### config.mk
export PLATFORM = sky130hd
export DESIGN_NAME = adder_chk_fifo
export DESIGN_NICKNAME = d
export VERILOG_FILES = /design/src/rtl/adder_chk_fifo.sv
export SDC_FILE = /design/constraint.sdc
export NUM_CORES = 1
export LEC_CHECK = 0
export CAP_MARGIN = 20
export CORE_MARGIN = 2
export CORE_UTILIZATION = 45
export CTS_CLUSTER_SIZE = 16
export DETAILED_ROUTE_END_ITERATION = 6
export DONT_BUFFER_PORTS = 1
export PLACE_DENSITY = 0.64
export RECOVER_POWER = 50
export SYNTH_ARGS = -nofsm -noshare
export SYNTH_HDL_FRONTEND = slang
export SYNTH_SLANG_ARGS = --single-unit
### constraint.sdc
create_clock -name clk -period 4.4 [get_ports clk]
set_input_delay 0.22 -clock clk [delete_from_list [all_inputs] [get_ports clk]]
set_output_delay 0.22 -clock clk [all_outputs]
set_load 0.01 [all_outputs]
### src/rtl/adder_chk_fifo.sv
// Synchronous FIFO holding operand pairs until the matching DUT result returns.
module adder_chk_fifo #(
  parameter int DATA_W = 16,
  parameter int DEPTH  = 4
) (
  input  logic              clk,
  input  logic              rst_n,
  input  logic              clr,
  input  logic              push,
  input  logic              pop,
  input  logic [DATA_W-1:0] din,
  output logic [DATA_W-1:0] dout,
  output logic              full,
  output logic              empty
);

  localparam int AW = $clog2(DEPTH);

  logic [AW:0]                   wr_ptr_q, wr_ptr_d, rd_ptr_q, rd_ptr_d;
  logic [DEPTH-1:0][DATA_W-1:0]  mem_q, mem_d;
  logic                          do_push, do_pop;

  // Extra wrap bit distinguishes full from empty when the indices match.
  assign empty   = (wr_ptr_q == rd_ptr_q);
  assign full    = (wr_ptr_q[AW] != rd_ptr_q[AW]) && (wr_ptr_q[AW-1:0] == rd_ptr_q[AW-1:0]);
  assign do_pop  = pop && !empty;
  assign do_push = push && (!full || do_pop);
  assign dout    = mem_q[rd_ptr_q[AW-1:0]];

  always_comb begin
    wr_ptr_d = wr_ptr_q;
    rd_ptr_d = rd_ptr_q;
    mem_d    = mem_q;
    if (clr) begin
      wr_ptr_d = '0;
      rd_ptr_d = '0;
    end else begin
      if (do_push) begin
        mem_d[wr_ptr_q[AW-1:0]] = din;
        wr_ptr_d = wr_ptr_q + {{AW{1'b0}}, 1'b1};
      end
      if (do_pop) rd_ptr_d = rd_ptr_q + {{AW{1'b0}}, 1'b1};
    end
  end

  always_ff @(posedge clk or negedge rst_n) begin
    if (!rst_n) begin
      wr_ptr_q <= '0;
      rd_ptr_q <= '0;
      mem_q    <= '0;
    end else begin
      wr_ptr_q <= wr_ptr_d;
      rd_ptr_q <= rd_ptr_d;
      mem_q    <= mem_d;
    end
  end

endmodule

=== Word level (Yosys, flattened, before mapping) ===
Index checks and enable logic that the tools add are counted.

* Input bits: 21
* Logic and storage cells: 34
* Bits in latches: 0
* Memories kept: 0
* ROM bits: 0
* RAM bits: 0
* Output and inout port bits: 18
* Bits in registers: 70

* Muxes and demuxes: 9
* Multipliers: 0
* Div/mod/pow operators: 0
* Add/subtract/negate cells: 2
* Eq/ne operators: 3
* Magnitude comparators: 3
* Bitwise operators: 1
* Shift-type cells: 0
* Reductions and logical operators: 10

{| class="wikitable"
|+ Operator list
! operator !! number
|-
| bitwise mux 64 bit || 1
|-
| binary-select mux 16 bit (select 2 bit) || 1
|-
| demux 16 bit (select 2 bit) || 1
|-
| 2-to-1 mux 16 bit || 2
|-
| 2-to-1 mux 3 bit || 4
|-
| adder 3 x 1 -> 3 bit, second input constant || 2
|-
| less-than comparator 2 x 3 -> 1 bit, second input constant || 2
|-
| logical AND 1 bit || 4
|-
| nonzero test 2 bit || 2
|-
| equality test 3 bit || 1
|-
| equality test 2 bit || 1
|-
| >= comparator 2 x 1 -> 1 bit, second input constant || 1
|-
| logical NOT 1 bit || 2
|-
| AND reduction 2 bit || 1
|-
| logical OR 1 bit || 1
|-
| != test 1 bit || 1
|-
| inverter 1 bit || 1
|}

=== Longest topological paths before layout ===
* Depth in word-level cells: 7
* Gate-level depth with buffers: 6
* Gate-level depth less buffers: 5

=== Worst setup path before layout ===
Ideal clock, no wire load.

* Path type: flip-flop to flip-flop
* Start point: register rd_ptr_q[1]
* End point: register mem_q[10] (netlist bit)
* Setup slack: 2.448 ns
* Clock period less this slack: 1.952 ns
* Cell stages (with the launch flop): 6
* Setup time: 0.125 ns
* Arrival: 1.827 ns
* Buffers on the path: 2
* Required time: 4.275 ns
* Path through: dfrtp_1 > buf_4 > xor2_2 > o41ai_4 > buf_6 > mux2_4

* Cells in the longest elaborated chain, start to end: 6
* Elaborated cells between the ends (all ways): 9
* Classes of those cells: eq/ne (2); reduce/logical (7)

{| class="wikitable"
|+ RTL lines
! element !! line !! RTL
|-
| start: declaration || 19 || <nowiki>logic [AW:0] wr_ptr_q, wr_ptr_d, rd_ptr_q, rd_ptr_d;</nowiki>
|-
| start signal: assignment || 53 || <nowiki>rd_ptr_q <= rd_ptr_d;</nowiki>
|-
| equality test 3 bit or equality test 2 bit (tied branches) || 24, 25 ||
|-
| logical NOT 1 bit or logical AND 1 bit (tied branches) || 26, 25 ||
|-
| logical AND 1 bit or logical NOT 1 bit (tied branches) || 26, 27 ||
|-
| logical OR 1 bit (*) || 27 || <nowiki>assign do_push = push && (!full || do_pop);</nowiki>
|-
| logical AND 1 bit (*) || 27 ||
|-
| AND reduction 2 bit (no source line) (*) || - ||
|-
| end signal: assignment || 54 || <nowiki>mem_q <= mem_d;</nowiki>
|-
| end: declaration || 20 || <nowiki>logic [DEPTH-1:0][DATA_W-1:0] mem_q, mem_d;</nowiki>
|}

Every way passes the cells marked *; elsewhere a longest branch is shown, timed or not.
A chain may end at the register's enable or synchronous reset.

=== Worst setup path in the final report ===
* Start point: register rd_ptr_q[0]
* End point: register mem_q[59] (netlist bit)

The elaborated chain is that of the path after synthesis.

==> summary.txt <==
Min path
  • Worst Min Path Start: din[7]
  • Hold endpoint: mem_q[7]
  • Hold Path Depth: 1
  • Hold Crit Class: input port to register

Critical path
  • Maximum fanout along the worst path: 21
  • Critical path capture point type: register
  • Crit Reg-Reg Endpoint: mem_q[59]
  • Slowest-stage cell, CP: xor2_1
  • Delay of the slowest critical-path stage: about 0.9 ns
  • Worst-path cell chain: buf_4, xor2_1, o41ai_4, buf_4, mux2_1
  • CP arrival: approximately 2.6 ns
  • Kind of critical path: register to register
  • R2R setup slack: 2.04 ns
  • R2r startpoint: rd_ptr_q[0]
  • Most common cell on crit path: buf_4
  • R2R depth: 5
  • Worst EP required: between 4 and 5 ns
  • Worst Setup Start Kind: register

STA
  • Pins over their slew limit: 0
  • Final worst-path cycle share: between 50 and 60%
  • Minimum clock period: between 2 and 2.5 ns
  • Worst Skew: 0.00590 ns
  • RSZ-0062 raised after global routing: false
  • Fmax: roughly 0.42 GHz
  • Setup TNS Final: 0 ns
  • Max_slew headroom: around 22%
  • Final setup viols: 0
  • Slew of the pin with the lowest slew margin: between 1 and 1.5 ns
  • Hold Vio Cnt, Final: 0

Synthesis
  • Net count after synthesis: 235
  • Post-synth top cells: dfrtp_1 (70), mux2_2 (44), mux2_4 (20), mux4_2 (16)
  • Synth Area per Inst: roughly 17 sq um
  • Yosys cell types: 32
  • Synth Register Bits: 70
  • Post-synth top flop: dfrtp_1
  • Area contributors post-synth: dfrtp_1 (50%), mux2_2 (14%), mux4_2 (10%), mux2_4 (8.6%), o41ai_4 (3.2%)
  • Register area share after synthesis: roughly 50%
  • Post-synth EDFFs: 0
  • Post-synthesis cell count: approximately 210
  • Synth area leader: dfrtp_1
  • Most frequent cell after synthesis: dfrtp_1
  • Share of the synthesized area in the top cell type: roughly 50%
  • Async S/R FF share, synth: 100%
  • Cell area after synthesis: 0.00347 sq mm
  • YS warnings: 0

Place
  • IO Port Bufs: 0
  • Placed insts: between 300 and 400
  • Hpwl dp: a little under 4000 um
  • Gpl congestion: roughly 0.73

Final layout
  • Area Overhead vs Synth: 11.2%
  • Fill cells: ~640
  • Share of layout cells above drive strength 1: ~48%
  • Final nets: 247
  • Layout Utilization: between 50% and 60%
  • Diode count: 0
  • Cell Count, Final, Fillers Out: 327

Floorplan
  • Initial core utilization: a little under half
  • Core area: roughly 0.0076 sq mm
  • Die Y: a little over 90 um
  • Die X: 91.8 um
  • # rows: 32
  • I/O pin cnt: 39
  • Die area: roughly 0.0084 sq mm

Outcome
  • Outcome: complete, no violations

GRT
  • Number of global-route vias before repair: between 1,500 and 2,000
  • Initial antenna violation count: 0
  • Total Routing Usage GR: 16.1%
  • First-pass GRT wire length: ~10,000 um
  • Gr ovfl total: 0
  • Pin count of the biggest net entering global routing: 71

Drt
  • Post-route ant nets: 0
  • Total number of vias: 1,771
  • Initial DRC Count: 42
  • Total wire length: 6120 um
  • # DRC: 0
  • WL/cell: approximately 19 um
  • Drt first pass iters: 3
  • Vias per cell: between 5 and 6

Clock tree
  • Postcts setup bufs: 0
  • CTS Root Cell: clkbuf_8
  • Clock Latency Late Sink: ~0.33 ns
  • Total CTS buffers: 9
  • H-tree depth reported by CTS: 3
  • Clock Sinks: 70
  • Clock transition at path regs: approximately 0.070 ns
  • CTS max path bufs: 2
  • CTS tree: built

Power and ir drop
  • P_sw: about 560 uW
  • Switch share: 26.2%
  • Power Density: between 500 and 600 mW/mm^2
  • Power share of the combinational group: a little over a quarter
  • Int Pwr: approximately 1.6 mW
  • IR drop worst, VDD: between 0.2 and 0.3 mV
  • Clock share of power: between 20 and 30%
  • Leak Pwr: between 1.5 and 2 nW
  • Sequential Power Share: around 44%

Run
  • Max Cap Viol: 0
## power by group through the flow
stage	Clock, mW	Sequential [mW]	Combinational [mW]
6_report	0.610	0.953	0.583
5_1_grt	0.660	0.978	0.631
4_1_cts	0.633	0.954	0.597
3_5_place_dp	0	0.965	0.577
3_3_place_gp	0	0.959	0.564
2_1_floorplan	0	0.930	0.510
## sequential cells by signal (all words and copies together), names as in the netlist
register,flops
mem_q,64
wr_ptr_q,3
rd_ptr_q,3
## metrics by stage
| stage | hold slack, ns | area [sq um] | total power, mW | setup WS, ns |
|---|---|---|---|---|
| 2_1_floorplan | -0.0756 | 3470 | 1.44 | 2.45 |
| 3_3_place_gp | -0.0741 | 3570 | 1.52 | 2.33 |
| 3_5_place_dp | -0.0739 | 3570 | 1.54 | 2.30 |
| 4_1_cts | 0.00292 | 3860 | 2.18 | 2.28 |
| 5_1_grt | 0.00143 | 3860 | 2.27 | 1.91 |
| 6_report | 0.0279 | 3860 | 2.15 | 2.04 |
## metal layers
layer | track usage (%) | up-vias | wire, um
met1 | 21.4 | 933 | 2760
met5 | 0 | - | 0
li1 | - | 804 | -
met4 | 3.73 | 0 | 56
met3 | 6.49 | 7 | 307
met2 | 24.9 | 27 | 3000
## how the worst max path moves through the flow
stage,start,endpoint,slack [ns],cells past startpoint
floorplan,rd_ptr_q[1],mem_q[10],2.45,5
global placement,rd_ptr_q[0],mem_q[43],2.33,5
detailed placement,rd_ptr_q[0],mem_q[42],2.30,5
CTS,rd_ptr_q[0],mem_q[43],2.28,5
global route,rd_ptr_q[0],mem_q[60],1.91,5
finish,rd_ptr_q[0],mem_q[59],2.04,5
## cell type report
type	instances	area (sq um)	share of cell area (%)
multi-input cells	125	1620	41.9
clock buffers	11	141	3.66
well taps	102	128	3.31
repair buffers	11	113	2.92
inverters	4	15.0	0.389
flip-flops and latches	70	1750	45.4
clock inverters	4	95.1	2.46
## what timing repair did
action,CTS,global route
resized for setup,0,0
hold endpoints to repair,72,1
hold buffers,4,1
## cells in the final DEF (no fill, tap or decap), drive strengths merged, types with 4 or more instances in the layout
cell	Yosys	layout
mux4	16	16
nor2	5	5
nand2b	4	4
clkbuf	1	11
ha	5	5
dfrtp	70	70
mux2	67	67
buf	9	7
o41ai	5	5
and3b	4	4
inv	4	4
dlygate4sd3	0	4
## cell families (layout without fill, tap and decap cells)
logic type               after synthesis  after routing  share of synthesized area, %
adder cells (fa/ha/maj)                5              5                          1.80
flip-flops                            70             70                          50.5
AND/OR/NAND/NOR                       19             19                          3.42
AO/OA/AOI/OAI                         10             10                          4.76
buffers and inverters                 14             30                          2.56
multiplexers                          85             85                          34.8
XOR/XNOR                               6              6                          2.16
## critical path, delay by kind of cell (launching register included)
kind | cells | cell delay (ns)
xor gates and xnor gates | 1 | 0.89
buffers and inverters | 2 | 0.62
muxes | 1 | 0.33
DFF | 1 | 0.32
AOI/OAI and AO/OA | 1 | 0.08
No activity file was read; power rests on OpenSTA's default activity.
